--- config.mk ---
export PLATFORM = sky130hd
export DESIGN_NAME = ext_ctrl_fsm
export DESIGN_NICKNAME = d
export VERILOG_FILES = /design/src/rtl/ext_ctrl_fsm.sv
export SDC_FILE = /design/constraint.sdc
export NUM_CORES = 1
export LEC_CHECK = 0
export BUFFER_PORTS_ARGS = -buffer_cell sky130_fd_sc_hd__buf_2
export CAP_MARGIN = 25
export CORE_AREA = 2 2 43 45
export CTS_BUF_LIST = sky130_fd_sc_hd__clkbuf_4 sky130_fd_sc_hd__clkbuf_8
export DETAILED_ROUTE_END_ITERATION = 8
export DIE_AREA = 0 0 45 47
export GPL_TIMING_DRIVEN = 0
export PLACE_DENSITY = 0.79
export SLEW_MARGIN = 5
export SYNTH_ARGS = -nofsm -noshare
export SYNTH_HDL_FRONTEND = slang
export SYNTH_SLANG_ARGS = --single-unit
--- constraint.sdc ---
create_clock -name clk -period 3.1 [get_ports clk]
set_clock_uncertainty 0.1 [all_clocks]
set_input_delay 0.31 -clock clk [delete_from_list [all_inputs] [get_ports clk]]
set_output_delay 0.31 -clock clk [all_outputs]
set_load 0.005 [all_outputs]
--- src/rtl/ext_ctrl_fsm.sv ---
// rtl/ext_ctrl_fsm.sv - multicycle RISC-V style control FSM (lw, sw, R, I, beq, trap)
// Moore outputs are registered from the next state; irwrite/pcwrite/immsrc add input gating.
module ext_ctrl_fsm (
    input  logic       clk,
    input  logic       reset,
    input  logic [6:0] op,
    input  logic       zero,
    input  logic       memready,
    output logic [1:0] immsrc,
    output logic [1:0] alusrca,
    output logic [1:0] alusrcb,
    output logic [1:0] aluop,
    output logic [1:0] resultsrc,
    output logic       adrsrc,
    output logic       irwrite,
    output logic       regwrite,
    output logic       memwrite,
    output logic       pcwrite,
    output logic       illegal
);

    localparam logic [6:0] OP_LW  = 7'b0000011;
    localparam logic [6:0] OP_SW  = 7'b0100011;
    localparam logic [6:0] OP_R   = 7'b0110011;
    localparam logic [6:0] OP_I   = 7'b0010011;
    localparam logic [6:0] OP_BEQ = 7'b1100011;

    typedef enum logic [3:0] {
        S_FETCH,
        S_DECODE,
        S_MEMADR,
        S_MEMREAD,
        S_MEMWB,
        S_MEMWRITE,
        S_EXECUTER,
        S_EXECUTEI,
        S_ALUWB,
        S_BEQ,
        S_TRAP
    } state_t;

    state_t     state_q, state_d;
    logic [1:0] alusrca_q, alusrca_d;
    logic [1:0] alusrcb_q, alusrcb_d;
    logic [1:0] aluop_q, aluop_d;
    logic [1:0] resultsrc_q, resultsrc_d;
    logic       adrsrc_q, adrsrc_d;
    logic       regwrite_q, regwrite_d;
    logic       memwrite_q, memwrite_d;
    logic       fetch_q, fetch_d;
    logic       beq_q, beq_d;
    logic       illegal_q, illegal_d;

    always_comb begin
        state_d = state_q;
        case (state_q)
            S_FETCH:    if (memready) state_d = S_DECODE;
            S_DECODE: begin
                case (op)
                    OP_LW, OP_SW: state_d = S_MEMADR;
                    OP_R:         state_d = S_EXECUTER;
                    OP_I:         state_d = S_EXECUTEI;
                    OP_BEQ:       state_d = S_BEQ;
                    default:      state_d = S_TRAP;
                endcase
            end
            S_MEMADR:   state_d = (op == OP_LW) ? S_MEMREAD : S_MEMWRITE;
            S_MEMREAD:  if (memready) state_d = S_MEMWB;
            S_MEMWB:    state_d = S_FETCH;
            S_MEMWRITE: if (memready) state_d = S_FETCH;
            S_EXECUTER: state_d = S_ALUWB;
            S_EXECUTEI: state_d = S_ALUWB;
            S_ALUWB:    state_d = S_FETCH;
            S_BEQ:      state_d = S_FETCH;
            S_TRAP:     state_d = S_TRAP;
            default:    state_d = S_FETCH;
        endcase

        // Output values belong to the state being entered, so they line up with state_q next cycle.
        alusrca_d   = 2'b00;
        alusrcb_d   = 2'b00;
        aluop_d     = 2'b00;
        resultsrc_d = 2'b00;
        adrsrc_d    = 1'b0;
        regwrite_d  = 1'b0;
        memwrite_d  = 1'b0;
        fetch_d     = 1'b0;
        beq_d       = 1'b0;
        illegal_d   = illegal_q;
        case (state_d)
            S_FETCH: begin
                alusrcb_d   = 2'b10;
                resultsrc_d = 2'b10;
                fetch_d     = 1'b1;
            end
            S_DECODE: begin
                alusrca_d = 2'b01;
                alusrcb_d = 2'b01;
            end
            S_MEMADR: begin
                alusrca_d = 2'b10;
                alusrcb_d = 2'b01;
            end
            S_MEMREAD: adrsrc_d = 1'b1;
            S_MEMWB: begin
                resultsrc_d = 2'b01;
                regwrite_d  = 1'b1;
            end
            S_MEMWRITE: begin
                adrsrc_d   = 1'b1;
                memwrite_d = 1'b1;
            end
            S_EXECUTER: begin
                alusrca_d = 2'b10;
                aluop_d   = 2'b10;
            end
            S_EXECUTEI: begin
                alusrca_d = 2'b10;
                alusrcb_d = 2'b01;
                aluop_d   = 2'b10;
            end
            S_ALUWB: regwrite_d = 1'b1;
            S_BEQ: begin
                alusrca_d = 2'b10;
                aluop_d   = 2'b01;
                beq_d     = 1'b1;
            end
            S_TRAP:  illegal_d = 1'b1;
            default: ;
        endcase
    end

    always_ff @(posedge clk or posedge reset) begin
        if (reset) begin
            state_q     <= S_FETCH;
            alusrca_q   <= 2'b00;
            alusrcb_q   <= 2'b10;
            aluop_q     <= 2'b00;
            resultsrc_q <= 2'b10;
            adrsrc_q    <= 1'b0;
            regwrite_q  <= 1'b0;
            memwrite_q  <= 1'b0;
            fetch_q     <= 1'b1;
            beq_q       <= 1'b0;
            illegal_q   <= 1'b0;
        end else begin
            state_q     <= state_d;
            alusrca_q   <= alusrca_d;
            alusrcb_q   <= alusrcb_d;
            aluop_q     <= aluop_d;
            resultsrc_q <= resultsrc_d;
            adrsrc_q    <= adrsrc_d;
            regwrite_q  <= regwrite_d;
            memwrite_q  <= memwrite_d;
            fetch_q     <= fetch_d;
            beq_q       <= beq_d;
            illegal_q   <= illegal_d;
        end
    end

    always_comb begin
        case (op)
            OP_SW:   immsrc = 2'b01;
            OP_BEQ:  immsrc = 2'b10;
            default: immsrc = 2'b00;
        endcase
    end

    assign alusrca   = alusrca_q;
    assign alusrcb   = alusrcb_q;
    assign aluop     = aluop_q;
    assign resultsrc = resultsrc_q;
    assign adrsrc    = adrsrc_q;
    assign regwrite  = regwrite_q;
    assign memwrite  = memwrite_q;
    assign irwrite   = fetch_q & memready;
    assign pcwrite   = (fetch_q & memready) | (beq_q & zero);
    assign illegal   = illegal_q;

endmodule

==> run metrics <==
routed wire length per instance around 14 um; detailed-route vias per instance 5.597; period utilization 65.89%; Worst EP required 3.22 ns; Synth area leaders dfrtp_1 (44%), dfstp_2 (6.1%), nor4b_1 (5.1%), nand3b_1 (3.5%), a2111oi_4 (3.2%); 1st-iter DRT viols 8; IO Count 27; drt drc 0; synthesized-area fraction occupied by and/or/nand/nor cells 29.75%; Slew Viols, Final 0; Net Count, Synth 87; cells after synthesis 76; gr usage total 17.29%; vias in the first global route 612; die footprint 0.002115 mm^2; Die W around 45 um; Clock Latency Late Sink 0.28 ns; post-route ant nets 0; die height about 47 um; largest family of logic cells by synthesized area simple AND/OR/NAND/NOR gates; P per Cell Area 792.8 mW/mm^2; Starting Density a little over half; first-pass GRT wire length 2601 um; CP arrival 2.16 ns; CTS Hold Bufs 1; post-cts sizing count 0; outcome finished, final reports clean; Fmax 489.6 MHz; adder and majority gate portion of the synthesized area 0%; crit start category flip-flop; Final TNS setup 0 ns; most frequent cells in the layout buf_2 (29), dfrtp_1 (15), nor2_1 (6), nor4b_1 (5), nand3b_1 (4); CTS HTree Levels 1; Seq/Total Area, Yosys 49.64%; worst hold path class primary input to flip-flop; #FFs+latches synth 17; # port buffers 26; endpoints failing hold 0; clock slew at reported path FFs 0.10 ns; minimum clock period between 2 and 2.5 ns; Netlist cell types 34; Cell Rows 15; largest net degree at the start of global routing 18; CP Max Fanout 10; Leakage Power 0.5443 nW; initial antenna violation count 0; area growth from synthesis to layout 21.92%; number of fill cells 154; core area 0.001652 mm^2; hold slack 0.1975 ns; number of setup buffers added after CTS 0; cell taking the most area after synthesis dfrtp_1; Compound-Gate Fraction of Synth Area 16.26%; Max-Cap Viols 0; number of buffers created by CTS 3; GP Congestion 0.7663; DRT Pass-1 Iters 4; Post-DP HPWL 1280 um; drt total wl 1692 um; Synth top area share 43.54%; worst setup path category flip-flop to flip-flop; Rel. slew slack between 50% and 60%; total grt overflow 0; Syn. warnings 0; post-synthesis mux area share 0%; Final Power roughly 0.83 mW; Clock Sinks 17; share of cells above drive strength 1 ~40%; total number of vias 694; Synth Cell Area 862.1 um^2; Post-Synth XOR/XNOR Area 0%; Critical Path End Type flip-flop; Mapped Avg Cell Area 11.34 um^2; CTS root buffer clkbuf_4; worst-margin pin slew 0.6434 ns; commonest non-fill, non-tap cell in the layout buf_2; Max rail drop VDD 452.8 uV; RSZ-0062 raised after global routing false; clock buffer depth 2; TritonCTS clock tree built; n_diodes 0; Final #Nets 119; final setup fails 0
==> cell usage after synthesis (all sizes together) <==
cell type and instances:
nand2b 1, nor2 6, nor4 2, o31a 1, nand2 2, o21bai 1
nand3b 4, a211o 1, o211a 1, a2111oi 1, or4b 1, and2 1
o21a 2, or4bb 1, a21oi 1, nor2b 3, nand4bb 1, dfrtp 15
and3 1, dfstp 2, nor4b 6, or3b 2, nor3b 2, nand3 2
o21ai 3, o211ai 1, a21o 3, buf 4, a211oi 1, inv 4
==> cell families (layout without fill, tap and decap cells) <==
group / after synthesis / in the layout
buffers and inverters: 8 / 39
DFF: 17 / 17
and+or+nand+nor: 35 / 35
AOI/OAI and AO/OA: 16 / 16
==> critical path, stage by stage (launching register included) <==
cell	delay [ns]
dfrtp_1	0.48
or4b_4	0.61
a211o_1	0.33
o211ai_2	0.17
nand3_1	0.16
nor2_1	0.14
==> state kept, by name, summed over array words and instances, names as in the netlist <==
register and flops:
memwrite 1, aluop 2, illegal 1, alusrcb 2, adrsrc 1, fetch_q 1, state_q 4, beq_q 1
regwrite 1, resultsrc 1, alusrca 2
==> power by group <==
group / switching [mW] / internal (mW) / total, mW
registers: 0.0357 / 0.303 / 0.339
logic: 0.202 / 0.179 / 0.381
clock network: 0.0655 / 0.0479 / 0.113
==> worst paths after layout <==
path / from / end / slack (ns) / depth (start not counted)
max in group asynchronous: reset / regwrite$_DFF_PP0_ / 1.96 / 3
max reg2reg: state_q[1]$_DFF_PP0_ / aluop[0]$_DFF_PP0_ / 1.06 / 5
min reg2reg: illegal$_DFFE_PP0N_ / illegal$_DFFE_PP0N_ / 0.38 / 1
min in group asynchronous: reset / aluop[0]$_DFF_PP0_ / 0.54 / 3
min: op[6] / aluop[1]$_DFF_PP0_ / 0.20 / 2
max: state_q[1]$_DFF_PP0_ / aluop[0]$_DFF_PP0_ / 1.06 / 5
==> cell type report <==
cell class | count | area (um^2) | area share (%)
Buffer | 4 | 22.52 | 2.143
Clock buffer | 3 | 22.52 | 2.143
Clock inverter | 1 | 5.005 | 0.4762
Inverter | 4 | 15.01 | 1.429
Multi-Input combinational cell | 51 | 396.6 | 37.74
Sequential cell | 17 | 427.9 | 40.71
Tap cell | 17 | 21.27 | 2.024
Timing Repair Buffer | 27 | 140.1 | 13.33
==> per-layer routing <==
layer	wire [um]	track usage (%)	up-vias	part of all wire, %
li1	-	-	341	-
met2	883	30.86	21	52
met5	0	0	-	0
met4	12	7.059	0	0.71
met1	696	20.87	330	41
met3	100	2.692	2	5.9
==> per-stage QoR <==
| step | cell area (um^2) | setup slack [ns] | std cells | utilization, % |
|---|---|---|---|---|
| 2_1_floorplan | 862.1 | 1.218 | 76 | - |
| 3_3_place_gp | 1013 | 1.036 | 119 | 61.36 |
| 3_5_place_dp | 1013 | 0.9784 | 119 | 61.36 |
| 4_1_cts | 1051 | 1.064 | 124 | 63.64 |
| 5_1_grt | 1051 | 0.8906 | 124 | 63.64 |
| 6_report | 1051 | 1.058 | 124 | 63.64 |
Power figures use the tool's default switching activity.
